<file path="src/rtl/plab5_mcore_mem_arbiter_pkg.sv">
// Shared definitions for the multicore memory arbiter: FSM state encoding and
// memory message field-width helpers (type | opaque | addr | len | data).
package plab5_mcore_mem_arbiter_pkg;

    typedef enum logic [1:0] {
        IDLE  = 2'd0,
        MREQ  = 2'd1,
        MRESP = 2'd2,
        PRESP = 2'd3
    } arb_state_e;

    localparam int MEM_TYPE_NBITS = 3;
    localparam int PERF_CNT_NBITS = 16;

    // len counts bytes in the data field; 0 encodes a full-width access
    function automatic int mem_len_nbits(input int data_nbits);
        return $clog2(data_nbits / 8);
    endfunction

    function automatic int mem_req_msg_nbits(input int o, input int a, input int d);
        return MEM_TYPE_NBITS + o + a + mem_len_nbits(d) + d;
    endfunction

    function automatic int mem_resp_msg_nbits(input int o, input int d);
        return MEM_TYPE_NBITS + o + mem_len_nbits(d) + d;
    endfunction

endpackage

</file>
<file path="src/rtl/plab5_mcore_mem_arbiter_if.sv">
// Bundles the per-core proc-side val/rdy ports and the single main-memory port
// seen by the arbiter; master is the arbiter's view, slave the environment's.
interface plab5_mcore_mem_arbiter_if #(
    parameter int nreqs           = 4,
    parameter int opaque_nbits    = 8,
    parameter int addr_nbits      = 32,
    parameter int proc_data_nbits = 32,
    parameter int mem_data_nbits  = 128
) ();
    import plab5_mcore_mem_arbiter_pkg::*;

    localparam int REQ_W   = mem_req_msg_nbits(opaque_nbits, addr_nbits, proc_data_nbits);
    localparam int RESP_W  = mem_resp_msg_nbits(opaque_nbits, proc_data_nbits);
    localparam int MREQ_W  = mem_req_msg_nbits(opaque_nbits, addr_nbits, mem_data_nbits);
    localparam int MRESP_W = mem_resp_msg_nbits(opaque_nbits, mem_data_nbits);

    logic [nreqs-1:0]       req_val;
    logic [nreqs-1:0]       req_rdy;
    logic [nreqs*REQ_W-1:0] req_msg;
    logic [nreqs-1:0]       resp_val;
    logic [nreqs-1:0]       resp_rdy;
    logic [RESP_W-1:0]      resp_msg;
    logic                   mem_req_val;
    logic                   mem_req_rdy;
    logic [MREQ_W-1:0]      mem_req_msg;
    logic                   mem_resp_val;
    logic                   mem_resp_rdy;
    logic [MRESP_W-1:0]     mem_resp_msg;

    modport master (
        input  req_val, req_msg, resp_rdy, mem_req_rdy, mem_resp_val, mem_resp_msg,
        output req_rdy, resp_val, resp_msg, mem_req_val, mem_req_msg, mem_resp_rdy
    );

    modport slave (
        output req_val, req_msg, resp_rdy, mem_req_rdy, mem_resp_val, mem_resp_msg,
        input  req_rdy, resp_val, resp_msg, mem_req_val, mem_req_msg, mem_resp_rdy
    );

endinterface

</file>
<file path="src/rtl/plab5_mcore_mem_arbiter_rr_picker.sv">
// Combinational round-robin winner: first set val bit scanning upward from ptr,
// wrapping modulo nreqs; reports the winner one-hot and as an index.
module plab5_mcore_rr_picker #(
    parameter  int nreqs = 4,
    localparam int PW    = $clog2(nreqs)
) (
    input  logic [nreqs-1:0] val,
    input  logic [PW-1:0]    ptr,
    output logic [nreqs-1:0] gnt_onehot,
    output logic [PW-1:0]    gnt_idx,
    output logic             gnt_any
);

    logic [PW-1:0] cand;

    always_comb begin
        gnt_onehot = '0;
        gnt_idx    = '0;
        gnt_any    = 1'b0;
        cand       = '0;
        for (int k = 0; k < nreqs; k++) begin
            cand = PW'((int'(ptr) + k) % nreqs);
            if (!gnt_any && val[cand]) begin
                gnt_any          = 1'b1;
                gnt_idx          = cand;
                gnt_onehot[cand] = 1'b1;
            end
        end
    end

endmodule

</file>
<file path="src/rtl/plab5_mcore_mem_arbiter.sv">
// Round-robin arbiter sharing one cache-line memory port among nreqs narrow
// requesters, one transaction in flight. Optional counters: PLAB5_MCORE_MEM_ARB_PERF_EN.
module plab5_mcore_mem_arbiter #(
    parameter int nreqs           = 4,
    parameter int opaque_nbits    = 8,
    parameter int addr_nbits      = 32,
    parameter int proc_data_nbits = 32,
    parameter int mem_data_nbits  = 128
) (
    input  logic                       clk,
    input  logic                       reset,
    plab5_mcore_mem_arbiter_if.master  bus
`ifdef PLAB5_MCORE_MEM_ARB_PERF_EN
    ,
    output logic [nreqs*16-1:0]        perf_grants,
    output logic [31:0]                perf_wait
`endif
);
    import plab5_mcore_mem_arbiter_pkg::*;

    localparam int TW      = MEM_TYPE_NBITS;
    localparam int OW      = opaque_nbits;
    localparam int AW      = addr_nbits;
    localparam int PD      = proc_data_nbits;
    localparam int MD      = mem_data_nbits;
    localparam int PLW     = mem_len_nbits(PD);
    localparam int MLW     = mem_len_nbits(MD);
    localparam int REQ_W   = mem_req_msg_nbits(OW, AW, PD);
    localparam int RESP_W  = mem_resp_msg_nbits(OW, PD);
    localparam int MREQ_W  = mem_req_msg_nbits(OW, AW, MD);
    localparam int PW      = $clog2(nreqs);

    arb_state_e         state_q, state_d;
    logic [PW-1:0]      ptr_q, ptr_d;
    logic [PW-1:0]      gnt_q, gnt_d;
    logic [MREQ_W-1:0]  mem_req_msg_q, mem_req_msg_d;
    logic [RESP_W-1:0]  resp_msg_q, resp_msg_d;
    logic               mem_req_val_q, mem_req_val_d;
    logic               mem_resp_rdy_q, mem_resp_rdy_d;
    logic [nreqs-1:0]   resp_val_q, resp_val_d;

    logic [nreqs-1:0]   pick_onehot;
    logic [PW-1:0]      pick_idx;
    logic               pick_any;

    logic [REQ_W-1:0]   sel_req;
    logic [TW-1:0]      sel_type;
    logic [OW-1:0]      sel_opaque;
    logic [AW-1:0]      sel_addr;
    logic [PLW-1:0]     sel_len;
    logic [PD-1:0]      sel_data;
    logic [TW-1:0]      mr_type;
    logic [OW-1:0]      mr_opaque;
    logic [MLW-1:0]     mr_len;
    logic [MD-1:0]      mr_data;
    logic               unused_bits;

    plab5_mcore_rr_picker #(.nreqs(nreqs)) u_picker (
        .val        (bus.req_val),
        .ptr        (ptr_q),
        .gnt_onehot (pick_onehot),
        .gnt_idx    (pick_idx),
        .gnt_any    (pick_any)
    );

    assign sel_req = bus.req_msg[int'(pick_idx)*REQ_W +: REQ_W];
    assign {sel_type, sel_opaque, sel_addr, sel_len, sel_data} = sel_req;
    assign {mr_type, mr_opaque, mr_len, mr_data} = bus.mem_resp_msg;
    assign unused_bits = ^{mr_len, mr_data};

    // Reads carry no payload, so their data field is forced to zero
    always_comb begin
        state_d       = state_q;
        ptr_d         = ptr_q;
        gnt_d         = gnt_q;
        mem_req_msg_d = mem_req_msg_q;
        resp_msg_d    = resp_msg_q;
        case (state_q)
            IDLE: if (pick_any) begin
                state_d       = MREQ;
                gnt_d         = pick_idx;
                mem_req_msg_d = {sel_type, sel_opaque, sel_addr, MLW'(sel_len),
                                 (sel_type == '0) ? MD'(0) : MD'(sel_data)};
            end
            MREQ: if (bus.mem_req_rdy) state_d = MRESP;
            MRESP: if (bus.mem_resp_val) begin
                state_d    = PRESP;
                resp_msg_d = {mr_type, mr_opaque, PLW'(0), mr_data[PD-1:0]};
            end
            PRESP: if (bus.resp_rdy[gnt_q]) begin
                state_d = IDLE;
                ptr_d   = (gnt_q == PW'(nreqs - 1)) ? '0 : gnt_q + PW'(1);
            end
            default: state_d = IDLE;
        endcase
        mem_req_val_d  = (state_d == MREQ);
        mem_resp_rdy_d = (state_d == MRESP);
        resp_val_d     = (state_d == PRESP) ? (nreqs'(1) << gnt_d) : '0;
    end

`ifdef PLAB5_MCORE_MEM_ARB_PERF_EN
    logic [nreqs*16-1:0] perf_grants_q, perf_grants_d;
    logic [31:0]         perf_wait_q, perf_wait_d;

    always_comb begin
        perf_grants_d = perf_grants_q;
        perf_wait_d   = perf_wait_q;
        if (state_q == IDLE && pick_any &&
            perf_grants_q[int'(pick_idx)*PERF_CNT_NBITS +: PERF_CNT_NBITS] != '1)
            perf_grants_d[int'(pick_idx)*PERF_CNT_NBITS +: PERF_CNT_NBITS] =
                perf_grants_q[int'(pick_idx)*PERF_CNT_NBITS +: PERF_CNT_NBITS] + 16'd1;
        if (state_q != IDLE && (|bus.req_val) && perf_wait_q != '1)
            perf_wait_d = perf_wait_q + 32'd1;
    end

    assign perf_grants = perf_grants_q;
    assign perf_wait   = perf_wait_q;
`endif

    always_ff @(posedge clk) begin
        if (reset) begin
            state_q        <= IDLE;
            ptr_q          <= '0;
            gnt_q          <= '0;
            mem_req_msg_q  <= '0;
            resp_msg_q     <= '0;
            mem_req_val_q  <= 1'b0;
            mem_resp_rdy_q <= 1'b0;
            resp_val_q     <= '0;
`ifdef PLAB5_MCORE_MEM_ARB_PERF_EN
            perf_grants_q  <= '0;
            perf_wait_q    <= '0;
`endif
        end else begin
            state_q        <= state_d;
            ptr_q          <= ptr_d;
            gnt_q          <= gnt_d;
            mem_req_msg_q  <= mem_req_msg_d;
            resp_msg_q     <= resp_msg_d;
            mem_req_val_q  <= mem_req_val_d;
            mem_resp_rdy_q <= mem_resp_rdy_d;
            resp_val_q     <= resp_val_d;
`ifdef PLAB5_MCORE_MEM_ARB_PERF_EN
            perf_grants_q  <= perf_grants_d;
            perf_wait_q    <= perf_wait_d;
`endif
        end
    end

    assign bus.req_rdy      = (state_q == IDLE) ? pick_onehot : '0;
    assign bus.mem_req_val  = mem_req_val_q;
    assign bus.mem_req_msg  = mem_req_msg_q;
    assign bus.mem_resp_rdy = mem_resp_rdy_q;
    assign bus.resp_val     = resp_val_q;
    assign bus.resp_msg     = resp_msg_q;

endmodule

</file>
<file path="src/flat_wrapper.sv">
// flat-port wrapper written by rule: the top's interface ports become plain ports
module plab5_mcore_mem_arbiter_flat import plab5_mcore_mem_arbiter_pkg::*;
#(
    parameter int nreqs           = 4,
    parameter int opaque_nbits    = 8,
    parameter int addr_nbits      = 32,
    parameter int proc_data_nbits = 32,
    parameter int mem_data_nbits  = 128
)
  (clk, reset, bus_req_val, bus_req_msg, bus_resp_rdy, bus_mem_req_rdy, bus_mem_resp_val, bus_mem_resp_msg, bus_req_rdy, bus_resp_val, bus_resp_msg, bus_mem_req_val, bus_mem_req_msg, bus_mem_resp_rdy);
  plab5_mcore_mem_arbiter_if #(.nreqs(nreqs), .opaque_nbits(opaque_nbits), .addr_nbits(addr_nbits), .proc_data_nbits(proc_data_nbits), .mem_data_nbits(mem_data_nbits)) bus_i ();
  input  logic clk;
  input  logic reset;
  input wire logic [$bits(bus_i.req_val)-1:0] bus_req_val;
  input wire logic [$bits(bus_i.req_msg)-1:0] bus_req_msg;
  input wire logic [$bits(bus_i.resp_rdy)-1:0] bus_resp_rdy;
  input wire logic [$bits(bus_i.mem_req_rdy)-1:0] bus_mem_req_rdy;
  input wire logic [$bits(bus_i.mem_resp_val)-1:0] bus_mem_resp_val;
  input wire logic [$bits(bus_i.mem_resp_msg)-1:0] bus_mem_resp_msg;
  output wire logic [$bits(bus_i.req_rdy)-1:0] bus_req_rdy;
  output wire logic [$bits(bus_i.resp_val)-1:0] bus_resp_val;
  output wire logic [$bits(bus_i.resp_msg)-1:0] bus_resp_msg;
  output wire logic [$bits(bus_i.mem_req_val)-1:0] bus_mem_req_val;
  output wire logic [$bits(bus_i.mem_req_msg)-1:0] bus_mem_req_msg;
  output wire logic [$bits(bus_i.mem_resp_rdy)-1:0] bus_mem_resp_rdy;
  assign bus_i.req_val = bus_req_val;
  assign bus_i.req_msg = bus_req_msg;
  assign bus_i.resp_rdy = bus_resp_rdy;
  assign bus_i.mem_req_rdy = bus_mem_req_rdy;
  assign bus_i.mem_resp_val = bus_mem_resp_val;
  assign bus_i.mem_resp_msg = bus_mem_resp_msg;
  assign bus_req_rdy = bus_i.req_rdy;
  assign bus_resp_val = bus_i.resp_val;
  assign bus_resp_msg = bus_i.resp_msg;
  assign bus_mem_req_val = bus_i.mem_req_val;
  assign bus_mem_req_msg = bus_i.mem_req_msg;
  assign bus_mem_resp_rdy = bus_i.mem_resp_rdy;
  plab5_mcore_mem_arbiter #(.nreqs(nreqs), .opaque_nbits(opaque_nbits), .addr_nbits(addr_nbits), .proc_data_nbits(proc_data_nbits), .mem_data_nbits(mem_data_nbits)) u_core (.clk(clk), .reset(reset), .bus(bus_i));
endmodule
</file>
<file path="config.mk">
export PLATFORM = sky130hd
export DESIGN_NAME = plab5_mcore_mem_arbiter_flat
export DESIGN_NICKNAME = d
export VERILOG_FILES = /design/src/rtl/plab5_mcore_mem_arbiter_pkg.sv /design/src/rtl/plab5_mcore_mem_arbiter_if.sv /design/src/rtl/plab5_mcore_mem_arbiter_rr_picker.sv /design/src/rtl/plab5_mcore_mem_arbiter.sv /design/src/flat_wrapper.sv
export SDC_FILE = /design/constraint.sdc
export NUM_CORES = 1
export LEC_CHECK = 0
export CORE_AREA = 2 2 270 272
export CTS_CLUSTER_DIAMETER = 30
export CTS_CLUSTER_SIZE = 30
export DETAILED_ROUTE_END_ITERATION = 10
export DIE_AREA = 0 0 272 274
export GPL_TIMING_DRIVEN = 0
export PLACE_DENSITY_LB_ADDON = 0.3
export SYNTH_ARGS = -nofsm -noshare
export SYNTH_HDL_FRONTEND = slang
export SYNTH_SLANG_ARGS = --single-unit
</file>
<file path="constraint.sdc">
create_clock -name clk -period 10.5 [get_ports clk]
set_clock_uncertainty 0.05 [all_clocks]
set_input_delay 1.05 -clock clk [delete_from_list [all_inputs] [get_ports clk]]
set_output_delay 1.05 -clock clk [all_outputs]
set_load 0.005 [all_outputs]
</file>
# Yosys cells after proc, flatten, opt, wreduce, memory -nomap -nowiden
# Index checks and enable logic that the tools add are counted.
# totals
wordCells	91
out_inout_bits	230
reg_bits	228
inputBits	463
# classes
bitwise	4
magnitude_cmp	9
n_reduce_logical	16
n_eq_ne	7
addsub	4
muxes	40
shift	2
multipliers	1
# op_table
cell	n
308-bit by 32-bit variable part select with 77-bit output	1
32-bit 2-to-1 mux	1
2-bit 2-to-1 mux	11
4-bit 2-to-1 mux	5
2-bit by 3-bit < comparator with 1-bit output (second input constant)	5
1-bit 2-to-1 mux	13
4-bit bitwise OR	3
1-bit binary-select mux with 2-bit select	5
2-bit equality test (second input constant)	5
2-bit by 7-bit multiplier with 9-bit output (second input constant)	1
1-bit demux with 2-bit select	4
2-bit by 1-bit greater-or-equal comparator with 1-bit output (second input constant)	4
2-bit case mux with 4 select lines	1
1-bit logical AND	7
2-bit AND reduction	3
2-bit by 1-bit adder with 2-bit output (second input constant)	2
2-bit adder (second input constant)	2
2-bit by 1-bit equality test with 1-bit output (second input constant)	2
1-bit by 2-bit << shifter with 4-bit output (first input constant)	1
1-bit zero test	3
3-bit zero test	1
2-bit zero test	1
2-bit OR reduction	1
1-bit inverter	1

# Logic depth before layout (Yosys ltp)
# Gate-level depths: netlist (run 1).
# logic_depth
ltp_word	17
mapped_depth	15
depth_no_buf	9

# Modules after synthesis
# From an unflattened synthesis (run 1), not the netlist that was laid out.
# unflattened
hier_cells	829
hier_area_um2	7810.0
# modules_own_cells
mod	area_each_um2	instances	cells_per_inst	seq_area_each_um2
plab5_mcore_mem_arbiter	7390.8	1	784	2642.5
plab5_mcore_rr_picker	419.2	1	45	0.0

# Least setup slack after synthesis (run 1)
# No wires, ideal clock.
# synth_path
kind	input to output
startpoint	in bus_req_val[0]
endpoint	out bus_req_rdy[0]
path_buffers	2
t_required_ps	9400
arrival_time_ps	2405
path_slack_ps	6995
cell_stages	8
path_cell_list	buf_2 -> mux4_2 -> nor2b_4 -> buf_6 -> a22oi_1 -> nor2_1 -> a221oi_1 -> nor3_1
# synth_between
elab_chain_len	13
word_cells_on_any_way	25
classes_between	mux (16); bitwise (3); reduce/logical (6)
# synth_lines
element	line_no	rtl
start, declared	flat_wrapper.sv:14	input wire logic [$bits(bus_i.req_val)-1:0] bus_req_val;
1-bit binary-select mux with 2-bit select	plab5_mcore_mem_arbiter_rr_picker.sv:23	if (!gnt_any && val[cand]) begin
1-bit 2-to-1 mux (implied by the code)	plab5_mcore_mem_arbiter_rr_picker.sv:23	
1-bit 2-to-1 mux	plab5_mcore_mem_arbiter_rr_picker.sv:23	
1-bit zero test	plab5_mcore_mem_arbiter_rr_picker.sv:23	
1-bit logical AND	plab5_mcore_mem_arbiter_rr_picker.sv:23	
1-bit 2-to-1 mux	plab5_mcore_mem_arbiter_rr_picker.sv:23	
1-bit zero test	plab5_mcore_mem_arbiter_rr_picker.sv:23	
1-bit logical AND	plab5_mcore_mem_arbiter_rr_picker.sv:23	
1-bit 2-to-1 mux	plab5_mcore_mem_arbiter_rr_picker.sv:23	
1-bit zero test	plab5_mcore_mem_arbiter_rr_picker.sv:23	
1-bit logical AND	plab5_mcore_mem_arbiter_rr_picker.sv:23	
4-bit 2-to-1 mux (*)	plab5_mcore_mem_arbiter_rr_picker.sv:23	
4-bit 2-to-1 mux (*)	plab5_mcore_mem_arbiter.sv:150	assign bus.req_rdy = (state_q == IDLE) ? pick_onehot : '0;
end, declared	flat_wrapper.sv:20	output wire logic [$bits(bus_i.req_rdy)-1:0] bus_req_rdy;
# Every way passes the cells marked *; elsewhere a longest branch is shown, timed or not. The select of a mux whose other input is x is not followed.

# Worst setup path in the final report (run 1)
# layout_path
startpoint	reg u_core.ptr_q[0]
endpoint	out bus_req_rdy[0]
# layout_between
elab_chain_len	13
word_cells_on_any_way	48
classes_between	add/sub (3); order compare (8); mux (24); bitwise (3); reduce/logical (10)
# layout_lines
element	line_no	rtl
start, declared	plab5_mcore_mem_arbiter.sv:34	logic [PW-1:0] ptr_q, ptr_d;
start signal, assigned	plab5_mcore_mem_arbiter.sv:136	ptr_q <= ptr_d;
parallel branches: the longest is 11 deep, another holds 2-bit by 3-bit < comparator with 1-bit output	n/a	
4-bit 2-to-1 mux (*)	plab5_mcore_mem_arbiter_rr_picker.sv:23	
4-bit 2-to-1 mux (*)	plab5_mcore_mem_arbiter.sv:150	
# Every way passes the cells marked *. The select of a mux whose other input is x is not followed.

==> summary.txt, run 1 <==
Run status
  • Outcome: completed

Floorplanning
  • Width of the die: 272 microns
  • Die ar.: 74530 sq um
  • IO Count: 693
  • Row count: 99
  • Die span in y: 274 microns
  • Initial core utilization: approximately 14%
  • Core area: 71970 sq um

Final layout
  • Nets@finish: 2241
  • Layout cells sized above 1: 16.95%
  • Syn-to-layout area delta: 70.27%
  • Post-layout util: 23.94%
  • Number of fill cells: around 7800
  • Reg area: 2643 sq um
  • Area of the multi-input gates: 6424 sq um

Worst setup path
  • R2R Path End: u_core.bus.mem_req_msg[31]
  • Max FO, Critical Path: 10
  • Worst Path Required: between 9 and 10 ns
  • CP arrival: 4.43 ns
  • FF-to-FF setup slack: 5.76 ns
  • FF-to-FF path depth: 14
  • Most common cell on crit path: clkbuf_1
  • FF-to-FF Start: u_core.ptr_q[0]
  • CP Capture Type: primary output
  • Largest stage delay on the critical path: 0.73 ns
  • CP Class: flop to primary output
  • CP max stage cell: clkbuf_1
  • Cells along the critical path: buf_6 > buf_2 > clkbuf_1 > clkbuf_1 > a32oi_1 > o21ai_0 > a221oi_1 > nor3_1 > clkdlybuf4s50_1
  • Startpoint class of the critical path: flop

Logic synthesis
  • Synth Area per Inst: 8.723 sq um
  • Yosys warns: 0
  • Synth Register Bits: about 130
  • Post-synth ARST share: 0%
  • Main combinational cell family by area after synthesis: compound AO/OA/AOI/OAI gates
  • Post-Synth Simple-Gate Area: 11.59%
  • Number of synthesized flops with an enable pin: 0
  • Main synth FF type: dfxtp_1
  • Mux cell area share after synthesis: 18.40%
  • Top cells by count, synth: 132 x dfxtp_1, 103 x buf_4, 99 x nor2_1
  • Post-synth cell types: 53
  • Area contributors post-synth: dfxtp_1 26%, mux2_2 9.6%, mux2i_1 7.7%
  • Post-Syn Area: 10120 sq um
  • Synth area leader: dfxtp_1
  • Xor and xnor area share after synthesis: 0%
  • Compound-Gate Fraction of Synth Area: 28.68%
  • Top-area cell type share of the netlist area: 26.12%
  • Adder-cell area share of the yosys netlist: under 10%
  • Most frequent cell after synthesis: dfxtp_1
  • Seq/Total Area, Yosys: 26.12%
  • Post-synthesis cell count: 1160

Power
  • Maximum vdd drop: 0.00006780 V
  • Leakage: about 6.5 nW
  • Power Dens Cells: around 120 nW/um^2

Global route
  • First-pass GRT wire length: 78980 microns
  • Grt ovf: 0
  • GRT Total Usage: 14.54%
  • Antenna violations before repair: 13
  • Vias in the first global route: ~12000
  • Largest net degree at the start of global routing: 17

STA
  • Sum Neg Setup Slack: 0 ns
  • Max_slew headroom: 23.60%
  • Fin. Hold Viols: 0
  • Minimum clock period: between 5 and 6 ns
  • Final setup viols: 0
  • RSZ-0062 raised after global routing: no
  • Fin crit share: between 50% and 60%
  • Worst-Margin Slew: between 1 and 1.5 ns
  • Fmax: 180.8 MHz
  • Slew Viols, Final: 0

Min path
  • Endpoint, Worst Hold: u_core.bus.resp_msg[13]
  • Min-delay worst type: flop to flop
  • Hold Crit Depth: 2
  • Hold Startpoint: u_core.bus.resp_msg[13]

Routing
  • Drt pass-1 iters: 5
  • DR vias: 11410
  • Post-route DRC violation count: 0
  • 1st-iter DRT viols: 537
  • Per-cell routed wire length: 20.39 microns
  • Routed WL: 56000 microns
  • Vias/cell: 4.154
  • ANT nets after route: 0

CTS
  • Post-CTS setup buffer count: 0
  • CTS sink cnt: roughly 130
  • Clock tree buffer depth: 2
  • CTS tree: done
  • Post-CTS Resized: 0
  • CTS Buf Count: 17
  • Clock-pin transition on the worst setup and hold timing paths: approximately 0.07 ns
  • Hold Buf Count CTS: 0
  • # H-tree levels: 4
  • Root buf cell: clkbuf_16
  • Worst-skew pair later-pin latency: 0.48 ns

Place
  • PortBufs: slightly below 500
  • DP HPWL: 45390 microns
  • GP Congestion: 0.8760

Job
  • Max Cap Violations: 0
flip-flops by register name, summed over array words and instances (netlist names):
| name | flops |
|---|---|
| u_core.bus.mem_req_val | 1 |
| u_core.ptr_q | 2 |
| u_core.bus.mem_req_msg | 77 |
| u_core.bus.resp_val | 4 |
| u_core.gnt_q | 2 |
| u_core.bus.mem_resp_rdy | 1 |
| u_core.bus.resp_msg | 43 |
| u_core.state_q | 2 |
placed cells by master (no fill, tap or decap), types with 7 or more instances in the layout:
cell type        count
a21oi_2             28
dfxtp_1            132
o21ai_0              8
clkbuf_1            81
a211oi_1            45
a2111oi_0           32
inv_1                8
a221oi_1            88
nor2_1              99
buf_4              103
clkbuf_16           17
o22a_1              42
mux2i_1             78
conb_1             100
ha_1                 9
and3_1              35
buf_2               26
nand2_1             95
a21oi_1             56
mux2_2              86
buf_6                7
nor3_1               9
clkdlybuf4s50_1    491
a2111o_1            32
layout make-up:
class	count	share of cell area, %
Multi-Input combinational cell	895	37.28
Timing Repair Buffer	491	28.53
Sequential cell	132	15.34
Buffer	224	8.090
Tap cell	959	6.964
Clock buffer	17	2.469
Clock inverter	15	1.082
Inverter	8	0.1743
Antenna cell	5	0.07262
power breakdown:
part	internal (mW)	switching [mW]
logic	0.452	0.427
registers	0.563	0.0373
clock network	0.361	0.292
total	1.38	0.756
worst max path at each step:
stage / slack (ns) / startpoint / endpoint / depth (start not counted)
2_1_floorplan: 7.00 / bus_req_val[0] / bus_req_rdy[0] / 8
3_3_place_gp: 5.54 / u_core.ptr_q[0] / bus_req_rdy[3] / 9
3_5_place_dp: 5.41 / u_core.ptr_q[0] / bus_req_rdy[0] / 9
4_1_cts: 4.85 / u_core.ptr_q[0] / bus_req_rdy[0] / 9
5_1_grt: 4.64 / u_core.ptr_q[0] / bus_req_rdy[0] / 9
6_report: 4.97 / u_core.ptr_q[0] / bus_req_rdy[0] / 9
metrics by stage:
step	cell area [sq um]	power, mW	hold slack [ns]	instances	setup slack (ns)
after floorplan	10490	1.038	0.4027	1259	6.995
after global placement	16600	1.489	0.3929	2709	5.537
after detailed placement	16600	1.495	0.3989	2709	5.409
after CTS	17220	2.174	0.4071	2741	4.846
after global routing	17220	2.254	0.4286	2741	4.642
final	17230	2.132	0.4060	2746	4.968
worst max-delay path, delay by kind of cell, from the launching register on:
kind / cells / cell delay (ns)
flip-flops: 1 / 0.44
AO/OA/AOI/OAI: 3 / 0.87
AND/OR/NAND/NOR: 1 / 0.24
buffers and inverters: 5 / 2.37
routing by layer:
layer / up-vias / wire (microns) / global-route usage [%] / share of wire [%]
met1: 5374 / 23090 / 16.80 / 41
met3: 62 / 4258 / 4.834 / 7.6
met5: - / 62 / 0 / 0.11
met4: 10 / 1177 / 4.699 / 2.1
met2: 505 / 27410 / 25.22 / 49
li1: 5455 / - / - / -
cell families (layout without fill, tap and decap cells):
logic type | Yosys count | in the layout
and+or+nand+nor | 260 | 260
muxes | 169 | 169
AOI/OAI and AO/OA | 357 | 357
buffers and inverters | 232 | 755
other | 1 | 105
DFF | 132 | 132
adders and majority gates | 9 | 9
No activity file was read; power rests on OpenSTA's default activity.
==> run 2: changes to the inputs <==
- CORE_AREA: 2 2 270 272 -> 2 2 269 271
- DIE_AREA: 0 0 272 274 -> 0 0 271 273
- clock period: 10.5 -> 5.4 ns (I/O delays scaled with it)
==> summary.txt, run 2 (synthesized netlist as in run 1, its figures left out) <==
Run status
  • Outcome: completed (unchanged)

CTS
  • Post-CTS Resized: 0 (unchanged)
  • Hold Buf Count CTS: 0 (unchanged)
  • Post-CTS setup buffer count: 0 (unchanged)
  • CTS sink cnt: 132 (unchanged)
  • Clock-pin transition on the worst setup and hold timing paths: 0.07 ns (about the same)
  • Worst-skew pair later-pin latency: 0.47 ns (was 0.48 ns)
  • CTS tree: done (unchanged)
  • Root buf cell: clkbuf_16 (unchanged)
  • # H-tree levels: 4 (unchanged)
  • Clock tree buffer depth: 2 (unchanged)
  • CTS Buf Count: 17 (unchanged)

Floorplanning
  • Core area: 71000 sq um (was 71970 sq um)
  • Die span in y: 273 microns (was 274 microns)
  • Row count: 98 (was 99)
  • Width of the die: 271 microns (was 272 microns)
  • Die ar.: 73980 sq um (was 74530 sq um)
  • IO Count: 693 (unchanged)
  • Initial core utilization: 14.25% (was 14.06%)

Final layout
  • Layout cells sized above 1: 17.04% (was 16.95%)
  • Commonest non-fill, non-tap cells in the layout: 491 x clkdlybuf4s50_1, 132 x dfxtp_1, 103 x buf_4, 100 x conb_1, 99 x nor2_1 (unchanged)
  • Commonest non-fill, non-tap cell in the layout: clkdlybuf4s50_1 (unchanged)
  • Max reg flops: 77 (unchanged)
  • Syn-to-layout area delta: 69.85% (was 70.27%)
  • Nets@finish: 2243 (was 2241)

Routing
  • Per-cell routed wire length: 20.91 microns (was 20.39 microns)
  • 1st-iter DRT viols: 462 (was 537)
  • Post-route DRC violation count: 0 (unchanged)
  • Drt pass-1 iters: 5 (unchanged)
  • Routed WL: 57220 microns (was 56000 microns)
  • DR vias: 11530 (was 11410)
  • Vias/cell: 4.211 (was 4.154)
  • ANT nets after route: 0 (unchanged)

STA
  • Worst-Margin Slew: 1.245 ns (was 1.146 ns)
  • Fin. Hold Viols: 0 (unchanged)
  • Fin crit share: between 80% and 90%
  • Sum Neg Setup Slack: 0 ns (unchanged)
  • Setup WS post-layout: 0.6028 ns (was 4.968 ns)
  • Final setup viols: 0 (unchanged)
  • Fmax: 208.5 MHz
  • Slew Viols, Final: 0 (unchanged)
  • RSZ-0062 raised after global routing: no (unchanged)
  • Minimum clock period: approximately 4.8 ns
  • WHS: 0.4026 ns (was 0.4060 ns)
  • Max_slew headroom: 16.99% (was 23.60%)

Worst setup path
  • CP Capture Type: primary output (unchanged)
  • Most common cell on crit path: clkbuf_1 (unchanged)
  • Largest stage delay on the critical path: 0.68 ns (was 0.73 ns)
  • Cells along the critical path: buf_6 > buf_2 > clkbuf_1 > clkbuf_1 > a32oi_1 > o21ai_0 > a221oi_1 > nor3_1 > clkdlybuf4s50_1 (unchanged)
  • FF-to-FF path depth: 14 (unchanged)
  • Startpoint class of the critical path: flop (unchanged)
  • CP Class: flop to primary output (unchanged)
  • CP max stage cell: clkbuf_1 (unchanged)
  • Max FO, Critical Path: 10 (unchanged)
  • Worst Path Required: 4.81 ns (was 9.40 ns)
  • CP arrival: 4.21 ns (was 4.43 ns)

Place
  • Setup WS pre-CTS: 0.6008 ns (was 5.409 ns)
  • DP HPWL: 46310 microns (was 45390 microns)
  • PortBufs: 491 (unchanged)
  • GP Congestion: 0.8689 (was 0.8760)

Job
  • Max Cap Violations: 0 (unchanged)

Global route
  • Largest net degree at the start of global routing: 17 (unchanged)
  • GRT Total Usage: 14.96% (was 14.54%)
  • Vias in the first global route: 11970 (was 11690)
  • Antenna violations before repair: 6 (was 13)
  • Grt ovf: 0 (unchanged)
  • First-pass GRT wire length: 81020 microns (was 78980 microns)

Power
  • Leakage: 6.470 nW (was 6.489 nW)
  • Power Dens Cells: 236.5 nW/um^2 (was 123.7 nW/um^2)
  • Maximum vdd drop: 0.0001663 V (was 0.00006780 V)

Min path
  • Hold Crit Depth: 2 (unchanged)
  • Min-delay worst type: flop to flop (unchanged)
## run 2: cell types whose count changed in the layout (fill, tap and decap cells not counted), sizes merged, moves of 2 or more
cell,before,now
clkbuf,98,100
diode,5,3
bufinv,2,0
clkinvlp,1,3
inv,17,14
## run 2: power breakdown
| part | internal, mW | total (mW) | leakage, nW | switching (mW) |
|---|---|---|---|---|
| registers | 1.09 | 1.17 | 1.09 | 0.0769 |
| logic | 0.882 | 1.72 | 5.11 | 0.834 |
| clock network | 0.625 | 1.18 | 0.271 | 0.554 |
| total | 2.60 | 4.06 | 6.47 | 1.46 |
## run 2: stage by stage
stage / std cells / cell area [sq um] / utilization, % / power [mW]
after floorplan: 1259 / 10490 / - / 2.018
after global placement: 2700 / 16590 / 23.37 / 2.904
after detailed placement: 2702 / 16610 / 23.40 / 2.918
after CTS: 2734 / 17180 / 24.20 / 4.142
after global routing: 2734 / 17180 / 24.20 / 4.300
final: 2737 / 17190 / 24.21 / 4.065
## run 2: critical path: cells and delay by family, from the launching register on
kind,cells,cell delay [ns]
AO/OA/AOI/OAI,3,0.81
buffers and inverters,5,2.25
flip-flops,1,0.46
AND/OR/NAND/NOR,1,0.21
## run 2: per-layer routing
layer	part of all wire (%)	GRT usage [%]
met3	7.4	4.877
met1	41	17.31
met2	49	26.11
met4	2.0	4.507
met5	0.089	0
## run 2: area by class of cell
type,count,area [sq um]
diodes,3,7.507
plain buffers,224,1394
clock buffers,19,452.9
clock inverters,13,115.1
fillers,7646,53810
inverters,8,30.03
multi-input cells,895,6426
flip-flops and latches,132,2643
well taps,950,1189
repair buffers,493,4930
## run 2: path summary, 6_finish.rpt
check	startpoint	slack, ns	end
worst min register to register	u_core.bus.resp_msg[27]	0.40	u_core.bus.resp_msg[27]
worst min-delay path	u_core.bus.resp_msg[27]	0.40	u_core.bus.resp_msg[27]
worst max register to register	u_core.ptr_q[0]	0.64	u_core.bus.mem_req_msg[31]
worst max-delay path	u_core.ptr_q[0]	0.60	bus_req_rdy[0]
==> run 3: changes to the inputs <==
- CAP_MARGIN: default -> 20
==> summary.txt, run 3 (synthesized netlist as in run 1, its figures left out) <==
Run status
  • Outcome: completed (unchanged)

Worst setup path
  • CP Class: flop to primary output (unchanged)
  • Worst Path Required: 4.81 ns (about the same)
  • Family with the most delay on the worst path: buffers and inverters (unchanged)
  • Most common cell on crit path: clkbuf_1 (unchanged)
  • CP arrival: 4.22 ns (was 4.21 ns)
  • CP Capture Type: primary output (unchanged)
  • CP max stage cell: clkbuf_1 (unchanged)
  • Startpoint class of the critical path: flop (unchanged)
  • Cells along the critical path: buf_6 > buf_2 > clkbuf_1 > clkbuf_1 > a32oi_1 > o21ai_0 > a221oi_1 > nor3_1 > clkdlybuf4s50_1 (unchanged)
  • Max FO, Critical Path: 10 (unchanged)
  • Crit path buffers/inverters: 5 (unchanged)
  • Largest stage delay on the critical path: 0.66 ns (was 0.68 ns)

Routing
  • ANT nets after route: 0 (unchanged)
  • Post-route DRC violation count: 0 (unchanged)
  • DR vias: 11550 (was 11530)
  • Drt pass-1 iters: 5 (unchanged)
  • Routed WL: 57070 microns (was 57220 microns)
  • Per-cell routed wire length: 20.84 microns (was 20.91 microns)
  • Vias/cell: 4.219 (was 4.211)
  • 1st-iter DRT viols: 474 (was 462)

STA
  • Max_slew headroom: 33.84% (was 16.99%)
  • Final setup viols: 0 (unchanged)
  • Fmax: 207.9 MHz (was 208.5 MHz)
  • Worst-Margin Slew: 0.9923 ns (was 1.245 ns)
  • Fin. Hold Viols: 0 (unchanged)
  • Slew Viols, Final: 0 (unchanged)
  • Minimum clock period: 4.811 ns (was 4.797 ns)
  • Sum Neg Setup Slack: 0 ns (unchanged)
  • WHS: 0.4026 ns (about the same)
  • RSZ-0062 raised after global routing: no (unchanged)
  • Fin crit share: 89.09% (was 88.84%)

CTS
  • # H-tree levels: 4 (unchanged)
  • CTS sink cnt: 132 (unchanged)
  • Post-CTS setup buffer count: 0 (unchanged)
  • Worst-skew pair later-pin latency: 0.47 ns (about the same)
  • Clock tree buffer depth: 2 (unchanged)
  • Hold Buf Count CTS: 0 (unchanged)
  • Clock-pin transition on the worst setup and hold timing paths: 0.07 ns (about the same)
  • CTS tree: done (unchanged)
  • Root buf cell: clkbuf_16 (unchanged)
  • Post-CTS Resized: 0 (unchanged)
  • CTS Buf Count: 17 (unchanged)

Power
  • Power Dens Cells: 236.4 nW/um^2 (was 236.5 nW/um^2)
  • Maximum vdd drop: 0.0001697 V (was 0.0001663 V)
  • Leakage: 6.488 nW (was 6.470 nW)
  • Pwr Total: 4.066 mW (was 4.065 mW)

Floorplanning
  • Width of the die: 271 microns (unchanged)
  • Die span in y: 273 microns (unchanged)
  • Initial core utilization: 14.25% (unchanged)
  • IO Count: 693 (unchanged)
  • Die ar.: 73980 sq um (unchanged)
  • Core area: 71000 sq um (unchanged)
  • Row count: 98 (unchanged)

Final layout
  • Layout cells sized above 1: 17.09% (was 17.04%)
  • Nets@finish: 2244 (was 2243)
  • Commonest non-fill, non-tap cell in the layout: clkdlybuf4s50_1 (unchanged)
  • Commonest non-fill, non-tap cells in the layout: 491 x clkdlybuf4s50_1, 132 x dfxtp_1, 103 x buf_4, 100 x conb_1, 99 x nor2_1 (unchanged)
  • Syn-to-layout area delta: 69.96% (was 69.85%)
  • Post-layout util: 24.22% (was 24.21%)
  • Final Cell Area: 17200 sq um (was 17190 sq um)
  • Max reg flops: 77 (unchanged)

Place
  • GP Congestion: 0.8689 (unchanged)
  • DP HPWL: 46440 microns (was 46310 microns)
  • PortBufs: 491 (unchanged)
  • Placed instance area: 16630 sq um (was 16610 sq um)

Min path
  • Min-delay worst type: flop to flop (unchanged)

Global route
  • Largest net degree at the start of global routing: 17 (unchanged)
  • Antenna violations before repair: 6 (unchanged)
  • First-pass GRT wire length: 81140 microns (was 81020 microns)
  • GRT Total Usage: 14.96% (about the same)
  • Vias in the first global route: 12020 (was 11970)
  • Grt ovf: 0 (unchanged)

Job
  • Max Cap Violations: 0 (unchanged)
[run 3: cell types whose count changed in the layout (fill, tap and decap cells not counted)]
| cell | before | now |
|---|---|---|
| clkinvlp_4 | 3 | 0 |
| clkbuf_8 | 2 | 0 |
| inv_6 | 4 | 6 |
| clkinv_4 | 4 | 3 |
| buf_8 | 0 | 1 |
| clkinv_2 | 0 | 2 |
| inv_8 | 2 | 3 |
| clkinv_8 | 0 | 1 |
[run 3: metal layers]
metal	vias up	global-route usage [%]	share of wire [%]
met5	-	0	0.058
met4	6	4.464	1.9
met3	61	4.780	7.5
met2	495	26.31	49
met1	5536	17.25	41
li1	5453	-	-
[run 3: worst paths after layout]
check,from,to,slack [ns],cells after the start
max,u_core.ptr_q[0],bus_req_rdy[0],0.59,9
min,u_core.bus.resp_msg[27],u_core.bus.resp_msg[27],0.40,2
max reg2reg,u_core.ptr_q[0],u_core.bus.mem_req_msg[31],0.69,14
min reg2reg,u_core.bus.resp_msg[27],u_core.bus.resp_msg[27],0.40,2
[run 3: stage by stage]
step,worst slack (ns),std cells
finish,0.5894,2738
global placement,0.5882,2700
global route,0.2235,2735
detailed placement,0.5908,2703
CTS,0.3532,2735
floorplan,1.999,1259
[run 3: worst min-delay path, stage by stage, from the launching register on]
cell and delay, ns:
dfxtp_1 0.31, nand2_1 0.05, a21oi_1 0.05
[run 3: area by class of cell]
cell class	count	area (sq um)
inverters	8	30.03
clock inverters	15	138.9
well taps	950	1189
flip-flops and latches	132	2643
fillers	7688	53800
multi-input cells	895	6426
repair buffers	494	4945
diodes	3	7.507
plain buffers	224	1394
clock buffers	17	425.4
[run 3: power by group]
part | leakage [nW] | internal, mW | total (mW) | switching, mW
Combinational | 5.12 | 0.882 | 1.71 | 0.830
Sequential | 1.09 | 1.09 | 1.17 | 0.0762
Clock | 0.282 | 0.608 | 1.18 | 0.576
Total | 6.49 | 2.58 | 4.07 | 1.48
